[config.mk]
export PLATFORM = sky130hd
export DESIGN_NAME = mem_access_stage
export DESIGN_NICKNAME = d
export VERILOG_FILES = /design/src/rtl/mem_access_stage.sv
export SDC_FILE = /design/constraint.sdc
export NUM_CORES = 1
export LEC_CHECK = 0
export BUFFER_PORTS_ARGS = -buffer_cell sky130_fd_sc_hd__buf_2
export CORE_ASPECT_RATIO = 2
export CORE_MARGIN = 1
export CORE_UTILIZATION = 30
export CTS_CLUSTER_SIZE = 25
export DETAILED_ROUTE_END_ITERATION = 7
export HOLD_SLACK_MARGIN = 0.15
export PLACE_DENSITY = 0.63
export SYNTH_ARGS = -nofsm -noshare
export SYNTH_HDL_FRONTEND = slang
export SYNTH_SLANG_ARGS = --single-unit
[constraint.sdc]
create_clock -name clk -period 1.78 [get_ports clk]
set_input_delay 0.089 -clock clk [delete_from_list [all_inputs] [get_ports clk]]
set_output_delay 0.089 -clock clk [all_outputs]
set_load 0.01 [all_outputs]
[src/rtl/mem_access_stage.sv]
// Memory stage: ALU results pass through, and loads/stores run on a req/ack port while upstream is stalled.
// Optional MEM_TIMEOUT_EN: an ack watchdog aborts the access after TIMEOUT busy cycles and sets sticky mem_err.
module mem_access_stage #(
  parameter int ADDR_W  = 16,
  parameter int TIMEOUT = 15
) (
  input  logic              clk,
  input  logic              rst_n,
  input  logic              MWE_i,
  input  logic              Mux_i,
  input  logic              RWE_i,
  input  logic [15:0]       Res_i,
  input  logic [15:0]       DATA_B_i,
  input  logic [7:0]        C_Reg_i,
  output logic              stall,
  output logic              dm_req,
  output logic              dm_we,
  output logic [ADDR_W-1:0] dm_addr,
  output logic [15:0]       dm_wdata,
  input  logic [15:0]       dm_rdata,
  input  logic              dm_ack,
  output logic              wb_RWE,
  output logic [15:0]       wb_data,
  output logic [7:0]        wb_C_Reg,
  output logic              mem_err
);

  typedef enum logic {IDLE, BUSY} state_t;

  typedef struct packed {
    logic        mwe;
    logic        mux;
    logic        rwe;
    logic [15:0] res;
    logic [15:0] data;
    logic [7:0]  creg;
  } mem_req_t;

  state_t   state;
  mem_req_t lat;
  logic     memop, busy, is_load, to_hit;

  assign memop   = MWE_i | Mux_i;
  assign busy    = (state == BUSY);
  // A request with both bits set behaves as a store, so only a pure read picks up memory data.
  assign is_load = lat.mux & ~lat.mwe;

`ifdef MEM_TIMEOUT_EN
  localparam int CNT_W = $clog2(TIMEOUT + 1);
  logic [CNT_W-1:0] cnt;
  logic             err_q;
  assign to_hit  = busy & ~dm_ack & (cnt == CNT_W'(TIMEOUT - 1));
  assign mem_err = err_q;
`else
  logic unused_timeout;
  assign unused_timeout = (TIMEOUT > 0);
  assign to_hit  = 1'b0;
  assign mem_err = 1'b0;
`endif

  // The memory port is driven straight from the latches, so it holds steady for the whole access.
  assign dm_req   = busy;
  assign dm_we    = busy & lat.mwe;
  assign dm_addr  = lat.res[ADDR_W-1:0];
  assign dm_wdata = lat.data;
  assign stall    = busy ? ~(dm_ack | to_hit) : memop;

  always_ff @(posedge clk) begin
    if (!rst_n) begin
      state    <= IDLE;
      lat      <= '0;
      wb_RWE   <= 1'b0;
      wb_data  <= '0;
      wb_C_Reg <= '0;
`ifdef MEM_TIMEOUT_EN
      cnt      <= '0;
      err_q    <= 1'b0;
`endif
    end else begin
      case (state)
        IDLE: begin
          if (memop) begin
            lat    <= '{mwe: MWE_i, mux: Mux_i, rwe: RWE_i,
                        res: Res_i, data: DATA_B_i, creg: C_Reg_i};
            state  <= BUSY;
            wb_RWE <= 1'b0;
`ifdef MEM_TIMEOUT_EN
            cnt    <= '0;
`endif
          end else begin
            wb_RWE   <= RWE_i;
            wb_data  <= Res_i;
            wb_C_Reg <= C_Reg_i;
          end
        end
        BUSY: begin
          if (dm_ack) begin
            state    <= IDLE;
            wb_RWE   <= lat.rwe;
            wb_C_Reg <= lat.creg;
            wb_data  <= is_load ? dm_rdata : lat.res;
          end else if (to_hit) begin
            state  <= IDLE;
            wb_RWE <= 1'b0;
`ifdef MEM_TIMEOUT_EN
            err_q  <= 1'b1;
`endif
          end else begin
            wb_RWE <= 1'b0;
`ifdef MEM_TIMEOUT_EN
            cnt    <= cnt + 1'b1;
`endif
          end
        end
        default: state <= IDLE;
      endcase
    end
  end

endmodule

### Word-level counts from Yosys, hierarchy flattened

Cells that the tools add are included.

| storage, ports and cells | value |
|---|---|
| register bits | 69 |
| input port bits | 62 |
| output and inout bits | 61 |
| logic and storage cells | 34 |

| cells by class | value |
|---|---|
| equal/unequal tests | 2 |
| mux-type cells | 14 |
| bitwise operators | 6 |
| reduce and logical (&&, ||, !) cells | 2 |

Operators by type and width:

| operator | number |
|---|---|
| 16-bit two-way mux | 3 |
| 16-bit one-hot mux with 2 select lines | 1 |
| 8-bit two-way mux | 2 |
| 8-bit one-hot mux with 2 select lines | 1 |
| 1-bit two-way mux | 5 |
| 2-bit != test (second input constant) | 2 |
| 1-bit one-hot mux with 2 select lines | 2 |
| 2-bit AND reduction | 2 |
| 1-bit NOT | 3 |
| 1-bit bitwise AND | 2 |
| 1-bit bitwise OR | 1 |

### Logic depth before layout (Yosys ltp)

Gate-level depths: netlist of run 1.

| logic depth | value |
|---|---|
| word-level depth | 5 |
| gate-level depth with buffers | 6 |
| depth with buffers taken out | 4 |

### Worst setup path before layout of run 1

Ideal clock, no wire load.

| timing | value |
|---|---|
| path type | register -> register |
| start point | register state (netlist: dm_req) |
| end point | register wb_data[10] |
| setup time | 0.117 ns |
| arrival time | 1.318 ns |
| data required time | 1.663 ns |
| path slack | 0.345 ns |
| stages on the path, launching flop included | 7 |
| path buffers | 2 |
| period minus slack after synthesis | 1.435 ns |
| cell sequence | dfxtp_1 -> or3_1 -> buf_6 -> nand2_8 -> inv_4 -> buf_6 -> a32o_1 |

| on the way | value |
|---|---|
| cells in the longest elaborated chain, start to end | 3 |

Ends and longest elaborated chain:

| item | RTL line | source |
|---|---|---|
| from (decl) | 39 | `state_t state;` |
| from (signal assigned) | 70 | `state <= IDLE;` |
| from (signal assigned) | 85 | `state <= BUSY;` |
| from (signal assigned) | 98 | `state <= IDLE;` |
| 1-bit NOT (no source line) | -- |  |
| 2-bit != test (no source line) | -- |  |
| 2-bit AND reduction (no source line) | -- |  |
| to (signal assigned) | 92 | `wb_data <= Res_i;` |
| to (signal assigned) | 101 | `wb_data <= is_load ? dm_rdata : lat.res;` |
| to (decl) | 23 | `output logic [15:0] wb_data,` |

Several ways; a longest one is shown, not always the timed one.
A chain may end at the register's enable or synchronous reset.

### Worst setup path in the final report of run 1

| timing | value |
|---|---|
| start point | register state (netlist: dm_req) |
| end point | register lat (netlist bit dm_wdata[8]) |

| on the way | value |
|---|---|
| cells in the longest elaborated chain, start to end | 2 |

Ends and longest elaborated chain:

| item | RTL line | source |
|---|---|---|
| 1-bit NOT (no source line) | -- |  |
| 2-bit AND reduction (no source line) | -- |  |
| to (signal assigned) | 83 | `lat <= '{mwe: MWE_i, mux: Mux_i, rwe: RWE_i,` |
| to (decl) | 40 | `mem_req_t lat;` |

Every way passes these cells.

==> reports/qor.csv, run 1 <==
stage;metric;value;unit
sta;Final Setup Violations;0;
hold_path;cell depth of the worst hold path;4;
setup_path;peak per-stage delay on the critical path;0.48;ns
route;detailed-route via count;3224;
power;leakage power;2.10;nW
route;average routed wire per standard cell;14.9;µm
clock_tree;clock tree from TritonCTS;built;
sta;minimum hold slack;0.162;ns
die;starting density of the core;0.308;
placed_design;number of buffers added on ports;121;
logic_synthesis;ranking of synthesized cells by area;sky130_fd_sc_hd__dfxtp_1 (41%), sky130_fd_sc_hd__nand2_1 (9.3%), sky130_fd_sc_hd__a21boi_0 (9.2%);
logic_synthesis;total nets after synthesis;459;
job;number of maximum-capacitance violations;0;
layout;multi-input logic area;1540;µm²
global_routing;number of antenna violations at the first check in global routing;0;
placed_design;post-place instance area;3860;µm²
layout;fill count;1076;
layout;Layout Cell Area excl Fill;4690;µm²
placed_design;post-placement setup slack;0.178;ns
route;met1 routed wirelength after detailed routing;3760;µm
setup_path;startpoint type of the worst setup path;flip-flop;
route;routed vias/inst;4.82;
die;I/O Pins;123;
layout;Cell Count, Final, Fillers Out;669;
setup_path;flop2flop setup slack;0.20;ns
hold_path;end of the worst hold path;wb_data[8]$_SDFFE_PN0P_;
route;drt pass-1 iters;4;
clock_tree;deepest clock path buffer count;2;
logic_synthesis;Post-synth top flop;sky130_fd_sc_hd__dfxtp_1;
layout;Post-layout nets;586;
setup_path;required time at the endpoint of the critical path;2.02;ns
sta;post-layout min period;1.58;ns
power;final total power;4.58;mW
clock_tree;clock tree root buffer cell;sky130_fd_sc_hd__clkbuf_16;
sta;unrepaired setup endpoints after global routing;false;
hold_path;type of the most critical hold path;in -> reg;
outcome;run status;finished, final reports clean;
placed_design;RePlAce Congestion;0.781;
layout;area taken by flip-flops and latches;1380;µm²
sta;transition time at the pin with the least slew margin;0.969;ns
clock_tree;sinks on the clock net;69;
hold_path;Worst Min Path Start;dm_rdata[8];
setup_path;worst-path cell with the longest stage delay;sky130_fd_sc_hd__o21bai_2;
logic_synthesis;synthesized area per cell;8.45;µm²
clock_tree;clock slew at reported path FFs;0.06;ns
sta;Setup WS post-layout;0.199;ns
layout;ANT cells;0;
setup_path;destination of the worst register-to-register timing path;dm_wdata[8]$_SDFFE_PN0P_;
sta;headroom to the max-slew limit;0.353;
route;DRC Markers;0;
die;floorplan row count;54;
die;width of the die;76.8;µm
die;die outline height;152;µm
global_routing;first-pass GRT wire length;15100;µm
clock_tree;Inserted Clock Buffers;9;
layout;synthesis-to-finish area growth;39.9;%
logic_synthesis;synth unique cells;29;
layout;Final Util;0.431;
sta;Fmax achieved;633;MHz
route;DR WL met3;539;µm
setup_path;kind of critical path;reg -> reg;
logic_synthesis;number of synthesized flops with an enable pin;0;
die;placeable core region;10900;µm²
route;starting DRC count in detailed routing;139;
setup_path;source of the worst register-to-register timing path;dm_req$_SDFF_PN0_;
sta;max-slew violation count;0;
logic_synthesis;Yosys warnings;0;
global_routing;number of global-route vias before repair;3218;
power;power density over the cells;975;nW/µm²
die;die area;11600;µm²
sta;final worst clock skew;0.00707;ns
power;IR Drop Worst-Case VDD;683;µV
placed_design;placed cell count;605;
logic_synthesis;area share of the largest cell type after synthesis;0.412;
global_routing;sum of overflow across all layers after global routing;0;
setup_path;CP Data Arrival Time;1.82;ns
logic_synthesis;flip-flop and latch count after synthesis;69;
sta;Tcrit/Tclk final;0.888;
route;met2 wire length;5340;µm
setup_path;cell-by-cell listing of the critical path;buf_4 -> o21bai_2 -> nand2_1 -> a21boi_0;
setup_path;Crit Path Max Fanout;29;
logic_synthesis;Mapped Cells;397;
clock_tree;clock latency on the worst-skew pair;0.33;ns
placed_design;half-perimeter wire length of the detailed placement result;6700;µm
layout;share of layout cells above drive strength 1;0.295;
logic_synthesis;cell accounting for the most synthesized area;sky130_fd_sc_hd__dfxtp_1;
setup_path;type of element capturing the critical path;flip-flop;
clock_tree;maximum level of the CTS H-tree;3;
sta;final hold violations;0;
logic_synthesis;sequential share of the synthesized area;0.412;
route;post-detailed-route count of antenna-violating nets;0;
logic_synthesis;Mapped Area;3350;µm²
global_routing;GRT Util Overall;0.167;
route;total length of routed wires;9950;µm
logic_synthesis;proportion of register bits with asynchronous set or reset after synthesis;0;
route;top sig layer;met4;
global_routing;pin count of the biggest net entering global routing;43;
sta;summed negative setup slack over all endpoints;0;ns
setup_path;Worst R2R Path Depth;4;
-- critical path, delay by kind of cell, from the launching register on --
| family | cells | cell delay [ns] |
|---|---|---|
| AO/OA/AOI/OAI | 2 | 0.69 |
| buffers and inverters | 1 | 0.33 |
| flip-flops | 1 | 0.36 |
| AND/OR/NAND/NOR | 1 | 0.11 |
-- sequential cells by signal, indices dropped and copies added (netlist names) --
signal	cells
dm_addr	16
dm_req	1
dm_wdata	16
lat	11
wb_C_Reg	8
wb_RWE	1
wb_data	16
-- kinds of logic (layout without fill, tap and decap cells) --
logic type | Yosys count | count (layout) | share of synthesized area
AOI/OAI and AO/OA | 124 | 125 | 0.266
buffers and inverters | 83 | 214 | 0.138
DFF | 69 | 69 | 0.412
muxes | 10 | 10 | 0.0298
other | 1 | 1 | 0.00112
and+or+nand+nor | 110 | 110 | 0.154
-- synth_stat cells, types with 8 or more instances --
master / count
sky130_fd_sc_hd__a21boi_0: 41
sky130_fd_sc_hd__dfxtp_1: 69
sky130_fd_sc_hd__o211ai_1: 16
sky130_fd_sc_hd__buf_4: 33
sky130_fd_sc_hd__nand3b_1: 16
sky130_fd_sc_hd__clkbuf_1: 23
sky130_fd_sc_hd__nand2_1: 83
sky130_fd_sc_hd__o211a_1: 8
sky130_fd_sc_hd__a21oi_1: 16
sky130_fd_sc_hd__inv_1: 16
sky130_fd_sc_hd__a32o_1: 16
sky130_fd_sc_hd__o21ai_0: 24
sky130_fd_sc_hd__mux2i_1: 10
-- where the power goes --
| part | leakage [nW] | total (mW) | switching, mW | internal [mW] |
|---|---|---|---|---|
| clock | 0.167 | 2.04 | 0.639 | 1.40 |
| sequential | 0.569 | 1.74 | 0.0711 | 1.67 |
| combinational | 1.36 | 0.794 | 0.422 | 0.372 |
-- metal layers --
| layer | GRT usage | up-vias |
|---|---|---|
| li1 | - | 1586 |
| met2 | 0.317 | 115 |
| met5 | 0 | - |
| met1 | 0.163 | 1500 |
| met3 | 0.0407 | 23 |
| met4 | 0.0913 | 0 |
-- final cells by class --
cell class              count  share of cell area
well taps                 140              0.0373
repair buffers            181               0.253
multi-input cells         246               0.328
clock inverters             4              0.0203
inverters                  17              0.0141
flip-flops and latches     69               0.295
clock buffers              12              0.0525
-- repair_timing --
item,in CTS,in global routing
resized for setup,0,2
endpoints found under the setup margin,0,2
buffers inserted,0,0
hold endpoints to repair,50,0
hold buffers,47,0
-- cell usage in the layout (no fill, tap or decap), types with 2 or more instances in the layout --
master,n
sky130_fd_sc_hd__a21boi_0,41
sky130_fd_sc_hd__a21oi_1,16
sky130_fd_sc_hd__a32o_1,16
sky130_fd_sc_hd__buf_2,121
sky130_fd_sc_hd__buf_4,12
sky130_fd_sc_hd__bufinv_16,3
sky130_fd_sc_hd__clkbuf_1,2
sky130_fd_sc_hd__clkbuf_16,9
sky130_fd_sc_hd__dfxtp_1,68
sky130_fd_sc_hd__dlygate4sd3_1,47
sky130_fd_sc_hd__inv_1,16
sky130_fd_sc_hd__mux2i_1,10
sky130_fd_sc_hd__nand2_1,82
sky130_fd_sc_hd__nand3b_1,16
sky130_fd_sc_hd__nor2b_1,4
sky130_fd_sc_hd__o211a_1,8
sky130_fd_sc_hd__o211ai_1,16
sky130_fd_sc_hd__o21ai_0,24
-- how the worst max path moves through the flow --
stage                      start                   endpoint  slack, ns  cells past startpoint
2_1_floorplan  dm_req$_SDFF_PN0_   wb_data[10]$_SDFFE_PN0P_       0.34                      6
3_3_place_gp   dm_req$_SDFF_PN0_  dm_wdata[13]$_SDFFE_PN0P_       0.26                      4
3_5_place_dp   dm_req$_SDFF_PN0_    dm_addr[9]$_SDFFE_PN0P_       0.18                      4
4_1_cts        dm_req$_SDFF_PN0_                      stall       0.04                      4
5_1_grt        dm_req$_SDFF_PN0_    dm_addr[5]$_SDFFE_PN0P_       0.09                      4
6_report       dm_req$_SDFF_PN0_   dm_wdata[8]$_SDFFE_PN0P_       0.20                      4
Note: power is estimated with default switching activity, not from simulation.
==> run 2, diff against run 1 <==
CORE_ASPECT_RATIO = 0.8   (was 2)
SETUP_SLACK_MARGIN = 0.4   (was default)
==> run 2 against run 1 <==
  * The flow now finishes with violations (design-rule violations)
  * Register-to-register slack improved by 0.16 ns
  * Sequential power barely moved
  * Clock power fell by 5%
  * Largest cell class unchanged
==> reports/qor.csv, run 2 (synthesized netlist as in run 1, its figures left out) <==
stage;metric;value;unit;change
power;clock power share;0.420;;was 0.447
clock_tree;clock latency on the worst-skew pair;0.33;ns;about the same
layout;synthesis-to-finish area growth;48.5;%;was 39.9%
route;detailed-route via count;3332;;was 3,224
layout;share of layout cells above drive strength 1;0.329;;was 0.295
die;width of the die;120;µm;was 76.8 µm
setup_path;worst-path cell with the longest stage delay;sky130_fd_sc_hd__or3_4;;was sky130_fd_sc_hd__o21bai_2
power;Comb pwr share;0.200;;was 0.174
route;starting DRC count in detailed routing;146;;was 139
clock_tree;deepest clock path buffer count;2;;unchanged
route;total length of routed wires;10700;µm;was 9950 µm
setup_path;cell-by-cell listing of the critical path;or3_4 -> nand2_8 -> inv_12 -> buf_6;;was buf_4 -> o21bai_2 -> nand2_1 -> a21boi_0
clock_tree;clock slew at reported path FFs;0.06;ns;about the same
power;sw frac;0.264;;was 0.248
route;DRC Markers;2;;was 0
sta;unrepaired setup endpoints after global routing;true;;was false
die;starting density of the core;0.308;;about the same
global_routing;GRT Util Overall;0.177;;was 0.167
power;leakage power;2.20;nW;was 2.10 nW
hold_path;type of the most critical hold path;in -> reg;;unchanged
clock_tree;clock tree from TritonCTS;built;;unchanged
clock_tree;maximum level of the CTS H-tree;3;;unchanged
setup_path;flop2flop setup slack;0.36;ns;was 0.20 ns
layout;most common cell after layout, fill and taps aside;sky130_fd_sc_hd__buf_2;;unchanged
power;power density over the cells;920;nW/µm²;was 975 nW/µm²
route;post-detailed-route count of antenna-violating nets;0;;unchanged
setup_path;peak per-stage delay on the critical path;0.41;ns;was 0.48 ns
die;placeable core region;10900;µm²;about the same
power;net switching power;1.21;mW;was 1.13 mW
setup_path;startpoint type of the worst setup path;flip-flop;;unchanged
sta;Tcrit/Tclk final;0.802;;was 0.888
outcome;run status;complete, but fails checks;;was finished, final reports clean
power;IR Drop Worst-Case VDD;386;µV;was 683 µV
layout;ANT cells;0;;unchanged
sta;Final Setup Violations;0;;unchanged
sta;max-slew violation count;0;;unchanged
global_routing;number of antenna violations at the first check in global routing;0;;unchanged
sta;summed negative setup slack over all endpoints;0;ns;unchanged
setup_path;type of element capturing the critical path;output port;;was flip-flop
sta;transition time at the pin with the least slew margin;0.817;ns;was 0.969 ns
die;I/O Pins;123;;unchanged
route;drt pass-1 iters;7;;was 4
route;average routed wire per standard cell;15.6;µm;was 14.9 µm
power;relative contribution of sequential cells to total power;0.379;;was 0.380
die;die area;11600;µm²;about the same
placed_design;number of buffers added on ports;121;;unchanged
sta;headroom to the max-slew limit;0.455;;was 0.353
die;floorplan row count;34;;was 54
route;routed vias/inst;4.84;;was 4.82
clock_tree;sinks on the clock net;69;;unchanged
layout;fill count;1106;;was 1,076
outcome;failing checks;design-rule violations;;
setup_path;Crit Path Max Fanout;5;;was 29
placed_design;RePlAce Congestion;0.771;;was 0.781
power;final total power;4.58;mW;about the same
power;design internal power;3.37;mW;was 3.44 mW
layout;most used cells in the layout excluding fill and tap cells;sky130_fd_sc_hd__buf_2 (120), sky130_fd_sc_hd__nand2_1 (82), sky130_fd_sc_hd__dfxtp_1 (68);;was sky130_fd_sc_hd__buf_2 (121), sky130_fd_sc_hd__nand2_1 (82), sky130_fd_sc_hd__dfxtp_1 (68)
clock_tree;Inserted Clock Buffers;9;;unchanged
sta;final worst clock skew;0.00375;ns;was 0.00707 ns
global_routing;pin count of the biggest net entering global routing;52;;was 43
job;number of maximum-capacitance violations;0;;unchanged
layout;Post-layout nets;601;;was 586
sta;Fmax achieved;701;MHz;was 633 MHz
sta;final hold violations;0;;unchanged
setup_path;required time at the endpoint of the critical path;1.69;ns;was 2.02 ns
setup_path;CP Data Arrival Time;1.34;ns;was 1.82 ns
placed_design;half-perimeter wire length of the detailed placement result;6210;µm;was 6700 µm
clock_tree;clock tree root buffer cell;sky130_fd_sc_hd__clkbuf_16;;unchanged
sta;post-layout min period;1.43;ns;was 1.58 ns
die;die outline height;96.6;µm;was 152 µm
global_routing;sum of overflow across all layers after global routing;0;;unchanged
setup_path;kind of critical path;reg -> out;;was reg -> reg
global_routing;first-pass GRT wire length;15600;µm;was 15,100 µm
global_routing;number of global-route vias before repair;3194;;was 3,218
==> run 2: cell types whose count changed in the layout (fill, tap and decap cells not counted), moves of 2 or more <==
| cell | change |
|---|---|
| sky130_fd_sc_hd__clkinvlp_4 | +2 |
| sky130_fd_sc_hd__dlygate4sd3_1 | +2 |
| sky130_fd_sc_hd__a21oi_1 | -7 |
| sky130_fd_sc_hd__o21ai_1 | +4 |
| sky130_fd_sc_hd__o21bai_4 | +5 |
| sky130_fd_sc_hd__o21ai_0 | -4 |
| sky130_fd_sc_hd__buf_6 | +4 |
| sky130_fd_sc_hd__a21oi_2 | +7 |
| sky130_fd_sc_hd__buf_12 | +3 |
==> run 2: worst paths after layout <==
check                       startpoint                         to  cells after the start
min reg2reg  dm_wdata[11]$_SDFFE_PN0P_  dm_wdata[11]$_SDFFE_PN0P_                      2
min                       dm_rdata[10]   wb_data[10]$_SDFFE_PN0P_                      4
max reg2reg          dm_req$_SDFF_PN0_    wb_data[1]$_SDFFE_PN0P_                      5
max                  dm_req$_SDFF_PN0_                      stall                      4
==> run 2: area by class of cell <==
type                    instances  area, µm²  area share
well taps                     144        180      0.0362
inverters                      17       76.3      0.0153
flip-flops and latches         69       1380       0.277
repair buffers                191       1350       0.271
multi-input cells             251       1670       0.335
clock buffers                  11        243      0.0487
clock inverters                 5       83.8      0.0168
==> run 2: timing repair <==
| action | CTS | global route |
|---|---|---|
| setup buffers | 7 | 0 |
| endpoints found under the hold margin | 51 | 0 |
| hold buffers | 49 | 0 |
| setup endpoints to repair | 59 | 68 |
| pin swaps | 4 | 2 |
| gates resized for setup | 14 | 19 |
| gates cloned | 3 | 4 |
==> run 2: power by group through the flow <==
stage	logic, mW	clock network (mW)	registers (mW)
floorplan	0.461	0	1.78
global placement	0.702	0	1.76
detailed placement	0.715	0	1.77
CTS	0.863	1.98	1.74
global route	1.00	2.04	1.75
finish	0.918	1.93	1.74
==> run 2: per-stage QoR <==
stage,instance area (µm²),utilization,worst slack [ns],hold slack [ns],std cells
2_1_floorplan,3360,-,0.365,0.234,397
3_3_place_gp,3890,0.358,0.299,0.339,609
3_5_place_dp,3890,0.358,0.243,0.347,609
4_1_cts,4870,0.447,0.332,0.151,684
5_1_grt,4980,0.457,0.308,0.176,688
6_report,4980,0.457,0.353,0.167,688
==> run 2: critical path: cells and delay by family (launching register included) <==
family	cells	cell delay [ns]
DFF	1	0.34
and+or+nand+nor	2	0.51
buffers and inverters	2	0.15
==> run 2: per-layer routing <==
metal  GRT usage  wire length (µm)  vias up
li1            -                 -     1627
met5           0                 0        -
met2       0.302              5010      130
met4      0.0504                82        0
met3      0.0528               717       13
met1       0.217              4920     1562
